**src/rtl/vga_timing.sv**
```systemverilog
// Free-running VGA raster timing generator (800x600 @ 60 Hz, 40 MHz pixel clock).
// Every output is registered and derived from the next counter value, so flags never lag the counters.
module vga_timing #(
    parameter int H_ACTIVE = 800,
    parameter int H_TOTAL  = 1056,
    parameter int H_SYNC_S = 840,
    parameter int H_SYNC_W = 128,
    parameter int V_ACTIVE = 600,
    parameter int V_TOTAL  = 628,
    parameter int V_SYNC_S = 601,
    parameter int V_SYNC_W = 4,
    parameter int FCNT_W   = 16
) (
    input  logic              clk,
    input  logic              rst_n,
    input  logic              en,
    output logic [10:0]       hcount,
    output logic [10:0]       vcount,
    output logic              hsync,
    output logic              vsync,
    output logic              hblnk,
    output logic              vblnk,
    output logic              line_start,
    output logic              frame_start,
    output logic [FCNT_W-1:0] frame_cnt
);

    localparam logic [10:0] H_LAST = 11'(H_TOTAL - 1);
    localparam logic [10:0] V_LAST = 11'(V_TOTAL - 1);
    localparam logic [11:0] H_ACT  = 12'(H_ACTIVE);
    localparam logic [11:0] V_ACT  = 12'(V_ACTIVE);
    localparam logic [11:0] HS_S   = 12'(H_SYNC_S);
    localparam logic [11:0] HS_E   = 12'(H_SYNC_S + H_SYNC_W);
    localparam logic [11:0] VS_S   = 12'(V_SYNC_S);
    localparam logic [11:0] VS_E   = 12'(V_SYNC_S + V_SYNC_W);

    if ((H_SYNC_S + H_SYNC_W > H_TOTAL) || (V_SYNC_S + V_SYNC_W > V_TOTAL)) begin : g_bad_params
        $error("vga_timing: sync window extends past the line or frame total");
    end

    logic [10:0]       hcount_q, hcount_d;
    logic [10:0]       vcount_q, vcount_d;
    logic              hsync_q, hsync_d;
    logic              vsync_q, vsync_d;
    logic              hblnk_q, hblnk_d;
    logic              vblnk_q, vblnk_d;
    logic              line_start_q, line_start_d;
    logic              frame_start_q, frame_start_d;
    logic [FCNT_W-1:0] frame_cnt_q, frame_cnt_d;

    always_comb begin
        hcount_d      = hcount_q;
        vcount_d      = vcount_q;
        frame_cnt_d   = frame_cnt_q;
        line_start_d  = 1'b0;
        frame_start_d = 1'b0;
        if (en) begin
            if (hcount_q == H_LAST) begin
                hcount_d     = 11'd0;
                line_start_d = 1'b1;
                if (vcount_q == V_LAST) begin
                    vcount_d      = 11'd0;
                    frame_start_d = 1'b1;
                    frame_cnt_d   = frame_cnt_q + FCNT_W'(1);
                end else begin
                    vcount_d = vcount_q + 11'd1;
                end
            end else begin
                hcount_d = hcount_q + 11'd1;
            end
        end
        // Strobes follow the value the counters are about to take.
        hsync_d = ({1'b0, hcount_d} >= HS_S) && ({1'b0, hcount_d} < HS_E);
        vsync_d = ({1'b0, vcount_d} >= VS_S) && ({1'b0, vcount_d} < VS_E);
        hblnk_d = ({1'b0, hcount_d} >= H_ACT);
        vblnk_d = ({1'b0, vcount_d} >= V_ACT);
    end

    always_ff @(posedge clk or negedge rst_n) begin
        if (!rst_n) begin
            hcount_q      <= 11'd0;
            vcount_q      <= 11'd0;
            hsync_q       <= 1'b0;
            vsync_q       <= 1'b0;
            hblnk_q       <= 1'b0;
            vblnk_q       <= 1'b0;
            line_start_q  <= 1'b0;
            frame_start_q <= 1'b0;
            frame_cnt_q   <= '0;
        end else begin
            hcount_q      <= hcount_d;
            vcount_q      <= vcount_d;
            hsync_q       <= hsync_d;
            vsync_q       <= vsync_d;
            hblnk_q       <= hblnk_d;
            vblnk_q       <= vblnk_d;
            line_start_q  <= line_start_d;
            frame_start_q <= frame_start_d;
            frame_cnt_q   <= frame_cnt_d;
        end
    end

    assign hcount      = hcount_q;
    assign vcount      = vcount_q;
    assign hsync       = hsync_q;
    assign vsync       = vsync_q;
    assign hblnk       = hblnk_q;
    assign vblnk       = vblnk_q;
    assign line_start  = line_start_q;
    assign frame_start = frame_start_q;
    assign frame_cnt   = frame_cnt_q;

endmodule

```
**config.mk**
```make
export PLATFORM = sky130hd
export DESIGN_NAME = vga_timing
export DESIGN_NICKNAME = d
export VERILOG_FILES = /design/src/rtl/vga_timing.sv
export SDC_FILE = /design/constraint.sdc
export NUM_CORES = 1
export LEC_CHECK = 0
export ABC_CLOCK_PERIOD_IN_PS = 3500
export CAP_MARGIN = 40
export CORE_MARGIN = 3
export CORE_UTILIZATION = 45
export CTS_CLUSTER_DIAMETER = 40
export DETAILED_ROUTE_END_ITERATION = 12
export PLACE_DENSITY_LB_ADDON = 0.08
export SLEW_MARGIN = 20
export SYNTH_ARGS = -nofsm -noshare
export SYNTH_HDL_FRONTEND = slang
export SYNTH_SLANG_ARGS = --single-unit
```
**constraint.sdc**
```tcl
create_clock -name clk -period 3.5 [get_ports clk]
set_clock_uncertainty 0.15 [all_clocks]
set_input_delay 0.525 -clock clk [delete_from_list [all_inputs] [get_ports clk]]
set_output_delay 0.525 -clock clk [all_outputs]
set_load 0.01 [all_outputs]
```
# Word-level counts from Yosys, hierarchy flattened
# Index checks and enable logic that the tools add are counted.
[classes]
n_addsub = 3
n_lt_le_gt_ge = 6
n_eq_ne = 2
n_mux = 10
reduce_logical = 3
[ops]
columns = ["cell", "count"]
rows = [
  ["two-way mux 11 bit", 5],
  ["greater-or-equal comparator 11 x 10 -> 1 bit, second input constant", 4],
  ["adder 11 x 1 -> 11 bit, second input constant", 2],
  ["less-than comparator 11 x 10 -> 1 bit, second input constant", 2],
  ["adder 16 x 1 -> 16 bit, second input constant", 1],
  ["== test 11 x 10 -> 1 bit, second input constant", 1],
  ["== test 11 bit, second input constant", 1],
  ["two-way mux 1 bit", 5],
  ["AND reduction 3 bit", 1],
  ["logical AND 1 bit", 2],
]
[totals]
ff_bits = 44
inputBits = 3
out_inout_bits = 44
elab_cells = 33

# Longest topological paths before layout
[depth]
ltp_word = 6
depth_mapped = 8
depth_no_buf = 8

# Worst setup path before layout
# OpenSTA, ideal clock, no wires.
[synth_timing]
path_kind = "reg2reg"
startpoint = "reg hcount_q[0] (netlist: hcount[0])"
endpoint = "reg vblnk_q (netlist: vblnk)"
setup_time_ns = 0.121
t_arrival_ns = 2.278
required_time_ns = 3.229
setup_slack_ns = 0.951
path_stages_with_launch = 8
n_path_buf = 0
synth_period_minus_slack_ns = 2.549
path_cell_list = "dfrtp_1 > ha_1 > and4bb_2 > nand4_2 > nor4_1 > xnor2_1 > or3b_1 > a22o_2"
[synth_via]
elab_chain_cells = 4
[synth_rtl]
columns = ["item", "line_no", "rtl"]
rows = [
  ["from (decl)", "41", "logic [10:0] hcount_q, hcount_d;"],
  ["from (signal assigned)", "91", "hcount_q <= hcount_d;"],
  ["== test 11 bit", "58", "if (hcount_q == H_LAST) begin"],
  ["two-way mux 11 bit", "58", ""],
  ["two-way mux 11 bit", "57", "if (en) begin"],
  ["greater-or-equal comparator 11 x 10 -> 1 bit", "76", "vblnk_d = ({1'b0, vcount_d} >= V_ACT);"],
  ["via vblnk_d", "46", "logic vblnk_q, vblnk_d;"],
  ["to (signal assigned)", "96", "vblnk_q <= vblnk_d;"],
  ["to (decl)", "46", ""],
]
# The timed path passes the listed nets, and every way through them passes these cells.
# A chain may end at the register's enable or synchronous reset.

# Worst setup path in the final report
[layout_timing]
startpoint = "reg hcount_q[0] (netlist: hcount[0])"
endpoint = "reg vsync_q (netlist: vsync)"
[layout_via]
elab_chain_cells = 5
elab_cells_between_ends = 6
cone_classes = "order compare: 2; eq/ne: 1; mux: 2; reduce/logical: 1"
[layout_rtl]
columns = ["item", "line_no", "rtl"]
rows = [
  ["== test 11 bit (*)", "58", ""],
  ["two-way mux 11 bit (*)", "58", ""],
  ["two-way mux 11 bit (*)", "57", ""],
  ["greater-or-equal comparator 11 x 10 -> 1 bit or less-than comparator 11 x 10 -> 1 bit (tied branches)", "74", "vsync_d = ({1'b0, vcount_d} >= VS_S) && ({1'b0, vcount_d} < VS_E);"],
  ["logical AND 1 bit (*)", "74", ""],
  ["via vsync_d", "44", "logic vsync_q, vsync_d;"],
  ["to (signal assigned)", "94", "vsync_q <= vsync_d;"],
  ["to (decl)", "44", ""],
]
# Mark *: on every way through the listed nets, which the timed path passes. The rest lies on a longest branch.

==> metrics.cfg <==
[outcome]
status=finished clean

[synth]
synth-async-reset-ratio_pct=100
synth-seq-cells=44
synthDistinctLibCells=40
yosysSeqAreaShare_pct=50.5
syn_area_per_cell_um2=10.4
synthCells=210
synth_flop_cell=dfrtp_1
synth.yosys.warnings=0
syn-cell-area_um2=2180
synth_edf_count=0
synth_nets=216

[sta]
slew_viol_final=0
relSlewSlack_pct=64.4
worst_pin_slew_ns=0.530
fin_crit_sh_pct=75.9
final-hold-violation-count=0
fmax_ghz=0.376
period_minus_slack_ns=2.66
tns_ns=0
grt_setup_unrepaired=false
setup_viol=0

[die]
core_area_um2=4500
io_pins=47
die_area_um2=5710
die_x_um=75.6
row_count=24
floorplan.initialDensity_pct=48.4
die_h_um=75.6

[global_route]
grt_pass1_wl_mm=7.51
grt_max_degree=30
grt_pass1_vias=1555
groute.usage.overall_pct=17.8
antenna_found_initial=0
overflow=0

[critical_path]
crit_family=simple AND/OR/NAND/NOR gates
end_kind=register
crit_type=register to register
cp_num_cells=7
cp_slowest_stage_delay_ns=0.44
timing.rr.start=hcount[0]
start_kind=register
critPathLaunch=hcount[0]
arrival_ns=2.70
slowest_stage=dfrtp_1
crit_buf_inv=0
crit_chain=ha_1 -> and4bb_2 -> nand4_2 -> nor4_1 -> xnor2_1 -> or3b_1 -> nor4b_2
cp.required_ns=3.55
r2r_cells=7
critPathMaxFanout=6

[routing]
via_count=1764
wl_mm=4.63
drtIter0Drc=76
drtPass1Iterations=4
post_drt_wl_per_cell_um=14.7
routed_via_density=5.60
ant_nets=0
remaining_drc_errors=0

[cells_and_area]
area_growth_syn_to_layout_pct=30.0
diodes=0
nets=268
instances_no_fill=315
layout-drive-gt1-share_pct=9.51

[placed_design]
io_buffers=46
gp_congestion=0.826
dp_hpwl_mm=3.41
dp.cells=306

[min_path]
holdPathStages=1
hold_class=register to register
min-delay-start=frame_cnt[15]

[pwr]
p_per_area_nw_per_um2=421
p_leak_nw=1.30
ir_drop_mv=0.254

[clock_tree]
cts_resized=0
cts_tree=done
path_clk_slew_ns=0.09
clock_latency_ns=0.30
clockBufferDepth=2
cts_max_level=2
numCtsBuffers=5
cts_num_sinks=44
cts_root_buf=clkbuf_8

[flow_run]
drv_cap=0

[cell type report]
cell class / instances / area (um^2)
clock buffer: 5 / 68.8
clock inverter: 3 / 46.3
fill: 369 / 1670
inverter: 11 / 41.3
multi-input combinational: 149 / 1000
sequential: 44 / 1100
tap: 52 / 65.1
timing repair buffer: 51 / 508
[registers in the layout (all words and copies together) (netlist names)]
register     cells
line_start       1
hsync            1
hcount          11
hblnk            1
frame_cnt       16
vblnk            1
vcount          11
frame_start      1
vsync            1
[power by group]
part,switching [mW],internal (mW)
clock,0.181,0.215
combinational,0.0953,0.106
sequential,0.0508,0.543
[what timing repair did]
| item | 4_1_cts | 5_1_grt |
|---|---|---|
| setup buffers | 0 | 0 |
| hold buffers | 1 | 0 |
| hold endpoints to repair | 12 | 0 |
[layout by cell type (no fill, tap or decap), drive strengths merged, types with 4 or more instances in the layout]
master / instances
a21oi: 4
and3: 7
buf: 5
clkbuf: 5
clkdlybuf4s50: 45
dfrtp: 44
inv: 12
nand2: 16
nand3: 9
nand4: 15
nor2: 17
nor3: 7
o21ai: 6
xnor2: 20
xor2: 11
[synthesized netlist by cell type, drive strengths merged, types with 2 or more instances]
| master | instances | area [um^2] |
|---|---|---|
| a31oi | 3 | 18.8 |
| nand2b | 2 | 12.5 |
| buf | 3 | 22.5 |
| mux2 | 2 | 22.5 |
| ha | 3 | 37.5 |
| inv | 11 | 41.3 |
| o22ai | 2 | 12.5 |
| nand2 | 16 | 62.6 |
| nand4 | 15 | 100 |
| o21ai | 6 | 30.0 |
| nor3 | 7 | 35.0 |
| and4b | 2 | 20.0 |
| dfrtp | 44 | 1100 |
| nor4b | 2 | 23.8 |
| o31ai | 2 | 15.0 |
| xor2 | 11 | 96.3 |
| clkbuf | 3 | 11.3 |
| and4 | 3 | 26.3 |
| nor2 | 17 | 63.8 |
| xnor2 | 20 | 175 |
| a22o | 2 | 18.8 |
| nand3 | 9 | 45.0 |
| nor4 | 2 | 12.5 |
| a21oi | 4 | 20.0 |
| and3 | 7 | 43.8 |
| o21a | 3 | 22.5 |
[metrics by stage]
step	util (%)	setup slack (ns)	hold slack, ns	area (um^2)	total power [mW]
after floorplan	-	0.951	0.0794	2180	0.695
after global placement	59.7	0.814	0.311	2690	0.801
after detailed placement	60.1	0.774	0.315	2710	0.807
after CTS	62.9	0.831	0.328	2830	1.21
after global routing	62.9	0.714	0.350	2830	1.27
final	62.9	0.843	0.323	2830	1.19
[kinds of logic (layout without fill, tap and decap cells)]
family                     after synthesis  after routing  synth area share [%]
DFF                                     44             44                  50.5
buffers and inverters                   17             70                  3.45
muxes                                    2              2                  1.03
and+or+nand+nor                         87             87                  22.9
adders and majority gates                3              3                  1.72
AOI/OAI and AO/OA                       26             26                  7.93
xor gates and xnor gates                31             31                  12.5
[path summary, 6_finish.rpt]
kind                            endpoint  slack (ns)
setup reg to reg                   vsync        0.84
hold reg to reg            frame_cnt[15]        0.32
max in group asynchronous   frame_cnt[0]        2.19
setup / recovery                   vsync        0.84
hold / removal             frame_cnt[15]        0.32
min in group asynchronous      hcount[2]        0.53
[routing by layer]
layer	vias up	track usage [%]	routed length, um
li1	854	-	-
met1	842	25.4	2180
met2	64	26.3	2140
met3	4	5.01	259
met4	0	5.63	46
met5	-	0	0
No activity file was read; power rests on OpenSTA's default activity.
